### config.mk
export PLATFORM = sky130hd
export DESIGN_NAME = router_fsm_nch
export DESIGN_NICKNAME = d
export VERILOG_FILES = /design/src/rtl/router_fsm_nch.sv
export SDC_FILE = /design/constraint.sdc
export NUM_CORES = 1
export LEC_CHECK = 0
export ABC_CLOCK_PERIOD_IN_PS = 4330
export BUFFER_PORTS_ARGS = -buffer_cell sky130_fd_sc_hd__buf_2
export CORE_MARGIN = 4
export CORE_UTILIZATION = 35
export CTS_CLUSTER_DIAMETER = 80
export DETAILED_ROUTE_END_ITERATION = 6
export MAX_ROUTING_LAYER = met4
export SLEW_MARGIN = 20
export SYNTH_ARGS = -nofsm -noshare
export SYNTH_HDL_FRONTEND = slang
export SYNTH_SLANG_ARGS = --single-unit
### constraint.sdc
create_clock -name clock -period 4.33 [get_ports clock]
set_input_delay 0.6495 -clock clock [delete_from_list [all_inputs] [get_ports clock]]
set_output_delay 0.6495 -clock clock [all_outputs]
set_load 0.05 [all_outputs]
### src/rtl/router_fsm_nch.sv
// Packet router control FSM for NUM_CH output FIFOs, with a bounded wait for an empty
// destination FIFO and a drop path for out-of-range header addresses.
module router_fsm_nch #(
    parameter int NUM_CH     = 3,
    parameter int ADDR_W     = 2,
    parameter int WAIT_LIMIT = 30,
    parameter int CNT_W      = 8
) (
    input  logic              clock,
    input  logic              reset,
    input  logic              pkt_valid,
    input  logic [ADDR_W-1:0] data_in,
    input  logic              fifo_full,
    input  logic [NUM_CH-1:0] fifo_empty,
    input  logic [NUM_CH-1:0] soft_reset,
    input  logic              parity_done,
    input  logic              low_pkt_valid,
    output logic              detect_add,
    output logic              lfd_state,
    output logic              ld_state,
    output logic              full_state,
    output logic              laf_state,
    output logic              write_enb_reg,
    output logic              rst_int_reg,
    output logic              busy,
    output logic [NUM_CH-1:0] dest_sel,
    output logic              drop_state,
    output logic              wait_timeout,
    output logic [CNT_W-1:0]  drop_cnt
);
    localparam int NADDR  = 2**ADDR_W;
    localparam int WCNT_W = (WAIT_LIMIT > 1) ? $clog2(WAIT_LIMIT) : 1;

    typedef enum logic [3:0] {
        S_DECODE, S_LFD, S_LD, S_FULL, S_LAF, S_LP, S_CPE, S_WAIT, S_DROP
    } state_t;

    state_t              r_state;
    logic [ADDR_W-1:0]   r_addr;
    logic [WCNT_W-1:0]   r_wait_cnt;
    logic [CNT_W-1:0]    r_drop_cnt;
    logic                r_wait_timeout;

    logic [NADDR-1:0]    w_empty_pad;
    logic [NADDR-1:0]    w_srst_pad;
    logic [NADDR-1:0]    w_onehot;
    logic                w_addr_ok;
    logic                w_soft_rst;
    logic                w_wait_expired;
    logic [CNT_W-1:0]    w_drop_nxt;

    // Flags are zero-extended to the full address space so any address indexes safely.
    assign w_empty_pad    = NADDR'(fifo_empty);
    assign w_srst_pad     = NADDR'(soft_reset);
    assign w_onehot       = NADDR'(1) << r_addr;
    assign w_addr_ok      = (int'(data_in) < NUM_CH);
    assign w_soft_rst     = w_srst_pad[r_addr] && (r_state != S_DECODE) && (r_state != S_DROP);
    assign w_wait_expired = (WAIT_LIMIT != 0) && (r_wait_cnt == WCNT_W'(WAIT_LIMIT - 1));
    assign w_drop_nxt     = (r_drop_cnt == '1) ? r_drop_cnt : r_drop_cnt + 1'b1;

    always_ff @(posedge clock) begin
        if (reset) begin
            r_state        <= S_DECODE;
            r_addr         <= '0;
            r_wait_cnt     <= '0;
            r_drop_cnt     <= '0;
            r_wait_timeout <= 1'b0;
        end else begin
            r_wait_timeout <= 1'b0;
            r_wait_cnt     <= '0;
            if (r_state == S_DECODE)
                r_addr <= data_in;
            if (w_soft_rst) begin
                r_state <= S_DECODE;
            end else begin
                case (r_state)
                    S_DECODE: begin
                        if (pkt_valid) begin
                            if (!w_addr_ok) begin
                                r_state    <= S_DROP;
                                r_drop_cnt <= w_drop_nxt;
                            end else if (w_empty_pad[data_in]) begin
                                r_state <= S_LFD;
                            end else begin
                                r_state <= S_WAIT;
                            end
                        end
                    end
                    S_WAIT: begin
                        if (w_empty_pad[r_addr]) begin
                            r_state <= S_LFD;
                        end else if (w_wait_expired) begin
                            r_state        <= S_DROP;
                            r_drop_cnt     <= w_drop_nxt;
                            r_wait_timeout <= 1'b1;
                        end else begin
                            r_wait_cnt <= r_wait_cnt + 1'b1;
                        end
                    end
                    S_LFD:  r_state <= S_LD;
                    S_LD: begin
                        if (fifo_full)       r_state <= S_FULL;
                        else if (!pkt_valid) r_state <= S_LP;
                    end
                    S_FULL: begin
                        if (!fifo_full) r_state <= S_LAF;
                    end
                    S_LAF: begin
                        if (parity_done)        r_state <= S_DECODE;
                        else if (low_pkt_valid) r_state <= S_LP;
                        else                    r_state <= S_LD;
                    end
                    S_LP:   r_state <= S_CPE;
                    S_CPE:  r_state <= fifo_full ? S_FULL : S_DECODE;
                    S_DROP: begin
                        if (!pkt_valid) r_state <= S_DECODE;
                    end
                    default: r_state <= S_DECODE;
                endcase
            end
        end
    end

    assign detect_add    = (r_state == S_DECODE);
    assign lfd_state     = (r_state == S_LFD);
    assign ld_state      = (r_state == S_LD);
    assign full_state    = (r_state == S_FULL);
    assign laf_state     = (r_state == S_LAF);
    assign drop_state    = (r_state == S_DROP);
    assign write_enb_reg = (r_state == S_LD) || (r_state == S_LP) || (r_state == S_LAF);
    assign rst_int_reg   = (r_state == S_CPE) && !low_pkt_valid;
    assign busy          = !((r_state == S_DECODE) || (r_state == S_LD) || (r_state == S_DROP));
    assign dest_sel      = ((r_state == S_DECODE) || (r_state == S_DROP)) ? '0 : NUM_CH'(w_onehot);
    assign wait_timeout  = r_wait_timeout;
    assign drop_cnt      = r_drop_cnt;

endmodule

* Word-level counts from Yosys, hierarchy flattened
Cells that the tools add are included.
Storage, ports and cells: output and inout port bits 21, word-level logic and storage cells 77, flip-flop bits (word level) 20
Cells by class: bitwise logic cells 2, $lt $le $gt $ge 3, equality and inequality tests 19, reductions and logical operators 18, $add $sub $neg 2, shifts and indexed selects 1, multiplexer cells 27
Operators by type and width (count):
- $mux 8 | 5
- $pmux 4 s9 | 1
- $mux 4 | 8
- $eq 4x3->1 const B | 4
- $pmux 8 s2 | 1
- $mux 3 | 4
- $ne 2x2->1 const B | 6
- $add 8x1->8 const B | 1
- $eq 4x2->1 const B | 2
- $eq 8x8->1 const B | 1
- $bmux 1 s2 | 3
- $lt 2x3->1 const B | 2
- $ne 3x3->1 const B | 2
- $reduce_and 6->1 | 1
- $add 5x1->5 const B | 1
- $eq 5x5->1 const B | 1
- $logic_or 1x1->1 | 5
- $reduce_and 5->1 | 1
- $reduce_or 5->1 | 1
- $eq 4x1->1 const B | 1
- $eq 4x4->1 const B | 1
- $logic_not 4->1 | 1
- $mux 1 | 4
- $ne 4x4->1 const B | 1
- 10 further kinds | 14

* Depth between registers and ports, before layout
depth in word-level cells 6, gate-level depth with buffers 8

* Worst setup path before layout
No wires, ideal clock.
kind register to output, start point register r_state[0], end point output busy, cell stages (with the launch flop) 5, path slack 1757 ps, arrival time 1924 ps, cell sequence dfxtp_1 -> buf_2 -> or2_2 -> nor2_1 -> nor2_1
Between the ends: cells in the longest elaborated chain, start to end 4, elaborated cells between the ends (all ways) 6, classes of those cells eq/ne: 2; reduce/logical: 4
Ends and longest elaborated chain:
- from (decl) | line 38 | state_t r_state;
- from (signal assigned) | line 114 | S_CPE: r_state <= fifo_full ? S_FULL : S_DECODE;
- $eq 4x2->1
- via ld_state | line 20 | output logic ld_state,
- $logic_or 1x1->1 (2 in a row) | line 132 | assign busy = !((r_state == S_DECODE) || (r_state == S_LD) || (r_state == S_DROP));
- $logic_not 1->1 | line 132
- to (decl) | line 25 | output logic busy,
The timed path passes the listed nets, and every way through them passes these cells.

* Worst setup path after layout
start point register r_state[3], end point output detect_add
Between the ends: cells in the longest elaborated chain, start to end 1
Ends and longest elaborated chain:
- $logic_not 4->1 | line 124 | assign detect_add = (r_state == S_DECODE);
- to (decl) | line 18 | output logic detect_add,
No other way between the ends.

==> results.cfg <==
[placed_design]
io_buffers = 34
dp_hpwl_mm = 2.53
place_congestion = 0.877

[routing]
antenna_left = 0
dr.pass1.iters = 4
vias = 1322
finalWirelength_mm = 3.24
vias_per_cell = 5.46
dr.first_iter.drc_count = 105
wl_per_cell_um = 13.4
drcViolationCount = 0

[pwr]
seq_power_share_pct = 24.5
netSwitchingPower_uw = 572
p_clk_share_pct = 16.7
intPower_uw = 530
swShare_pct = 51.9
p_comb_share_pct = 58.8
power.density_nw_per_um2 = 703
p_leak_nw = 0.648
max-vdd-ir-drop_mv = 0.220

[setup_path]
r2r_slack_ns = 1.99
cp_max_fo = 13
cp.required_ns = 3.68
r2r_cells = 5
critPathCaptureType = output pin
crit_type = reg2out
slowest_stage = dfxtp_1
start_kind = flip-flop
slowest_delay_ns = 0.45
rr_endpoint = drop_cnt[7]$_SDFFE_PP0P_
path_cells = or2_2, or3_1, inv_1, buf_2
reg2reg_from = r_state[2]$_SDFFE_PP0P_
cp.arrival_ns = 1.92

[outcome]
status = complete, no violations

[clocking]
cts.reportedPaths.clkPinSlew_ns = 0.07
post_cts_resized = 0
cts_inserted_buffers = 3
cts_setup_buffers = 0
clock-sinks = 20
insertion_delay_ns = 0.25
cts_root_buf = clkbuf_8
clock_path_buffers = 2
postCtsHoldBufs = 0
htree_levels = 1
cts_tree = yes

[yosys]
synth_top_family_by_area = simple AND/OR/NAND/NOR gates
synthTopCellsByArea = dfxtp_1, a21oi_1, nor2_1
synth-compound-area-share_pct = 24.4
synthFlopType = dfxtp_1
synth_area_um2 = 1310
avgSynthCellArea_um2 = 7.89
synth_nets = 183
yosysTopAreaCell = dfxtp_1
synth-xor-area-share_pct = 2.01
async_flop_share_pct = 0
yosys_warnings = 0
netlist.area_leader.share_pct = 30.6
yosys.area_share.simple_pct = 31.3
muxShareOfSynthArea_pct = 3.44
yosys.area_share.adder_pct = 2.87
synth.most_common_cell = dfxtp_1
synthTopCellsByCount = dfxtp_1, a21oi_1, nor2_1, nand2_1, nand3_1
ys_ff_latch = 20
synthDistinctLibCells = 49
synthCells = 166
ys_seq_area_share_pct = 30.6
synth_edf_count = 0

[grt]
antenna_found_initial = 0
overflow = 0
grt_pass1_vias = 1252
grt_max_degree = 17
grtUsageTotal_pct = 13.6
grt_pass1_wl_mm = 5.48

[min_path]
hp-start = r_wait_cnt[0]$_SDFF_PP0_
holdPathEnd = r_wait_cnt[0]$_SDFF_PP0_
min_path_cells = 1
hold_class = reg2reg

[timing]
rsz0062_at_grt = no
skew_ns = 0.000706
slew_viol_final = 0
slew_headroom_pct = 36.0
finalSetupTns_ns = 0
whs_ns = 0.475
setup_viol = 0
fmax_mhz = 389
worst_pin_slew_ns = 0.961
min_period_over_period_pct = 59.4
finalHoldViolCount = 0
layout_min_cycle_time_ns = 2.57

[floorplan]
core-area_um2 = 3470
initial_core_util_pct = 37.8
die_x_um = 69.2
die_h_um = 69.2
die_area_um2 = 4790
pin_count = 35
num_rows = 21

[layout]
drive_gt1_share_pct = 24.5
diodes = 0
nets = 214
syn2layout_area_growth_pct = 19.7

[job]
maxCapViolations = 0
## sequential cells by signal, summed over array words and instances, names as in the netlist
signal and count:
drop_cnt 8, r_wait_cnt 5, r_state 4, r_addr 2
wait_timeout 1
## critical path, delay by kind of cell (launching register included)
family / cells / cell delay [ns]
buffers and inverters: 2 / 0.40
flip-flops: 1 / 0.45
AND/OR/NAND/NOR: 2 / 0.81
## cells in the final DEF, fill, tap and decap left out, drive strengths merged, types with 2 or more instances in the layout
cell type	n
a21o	3
mux2i	3
or3	7
nor2b	2
o21ai	7
nor3	7
clkbuf	3
or4	4
nand2b	3
dfxtp	20
ha	3
inv	8
o22ai	2
nand2	13
or2	3
nor2	15
nand3	9
o31ai	3
nand4	2
a211oi	2
buf	34
a21oi	16
xor2	2
and3	2
o211ai	2
## metrics by stage
| stage | power, mW | setup WS [ns] | util (%) | cell area (um2) | cells |
|---|---|---|---|---|---|
| after floorplan | 0.805 | 1.76 | - | 1310 | 166 |
| after global placement | 0.916 | 2.02 | 43.1 | 1500 | 238 |
| after detailed placement | 0.921 | 1.96 | 43.1 | 1500 | 238 |
| after CTS | 1.11 | 1.74 | 45.2 | 1570 | 242 |
| after global routing | 1.17 | 1.64 | 45.2 | 1570 | 242 |
| final | 1.10 | 1.76 | 45.2 | 1570 | 242 |
## power by group through the flow
stage          Sequential, mW  Clock, mW  Combinational (mW)
6_report                0.271      0.184               0.648
4_1_cts                 0.271      0.189               0.650
3_3_place_gp            0.273          0               0.642
3_5_place_dp            0.275          0               0.647
5_1_grt                 0.281      0.199               0.693
2_1_floorplan           0.238          0               0.567
## worst max path at each step
| stage | start | end | cells after the start |
|---|---|---|---|
| floorplan | r_state[0]$_SDFFE_PP0P_ | busy | 4 |
| global placement | fifo_empty[0] | drop_cnt[4]$_SDFFE_PP0P_ | 6 |
| detailed placement | fifo_empty[0] | drop_cnt[4]$_SDFFE_PP0P_ | 6 |
| CTS | r_state[3]$_SDFFE_PP0P_ | detect_add | 4 |
| global route | r_state[3]$_SDFFE_PP0P_ | detect_add | 4 |
| finish | r_state[3]$_SDFFE_PP0P_ | detect_add | 4 |
## final cells by class
type	count	area, um2
Fill cell	365	1900
Multi-Input combinational cell	130	838
Sequential cell	20	400
Timing Repair Buffer	34	170
Tap cell	46	57.6
Clock buffer	3	41.3
Clock inverter	1	30.0
Inverter	8	30.0
## logic make-up after synthesis
kind of cell | count (synthesis)
buf+inv | 16
simple gates | 75
mux | 4
flops | 20
fa+ha+maj | 3
compound gates | 45
xor+xnor | 3
## metal layers
metal | up-vias | global-route usage (%) | part of all wire (%)
met5 | - | - | 0
met3 | 4 | 2.46 | 5.7
met4 | 0 | 3.25 | 0.80
li1 | 670 | - | -
met1 | 607 | 17.1 | 46
met2 | 41 | 22.6 | 48
No activity file was read; power rests on OpenSTA's default activity.
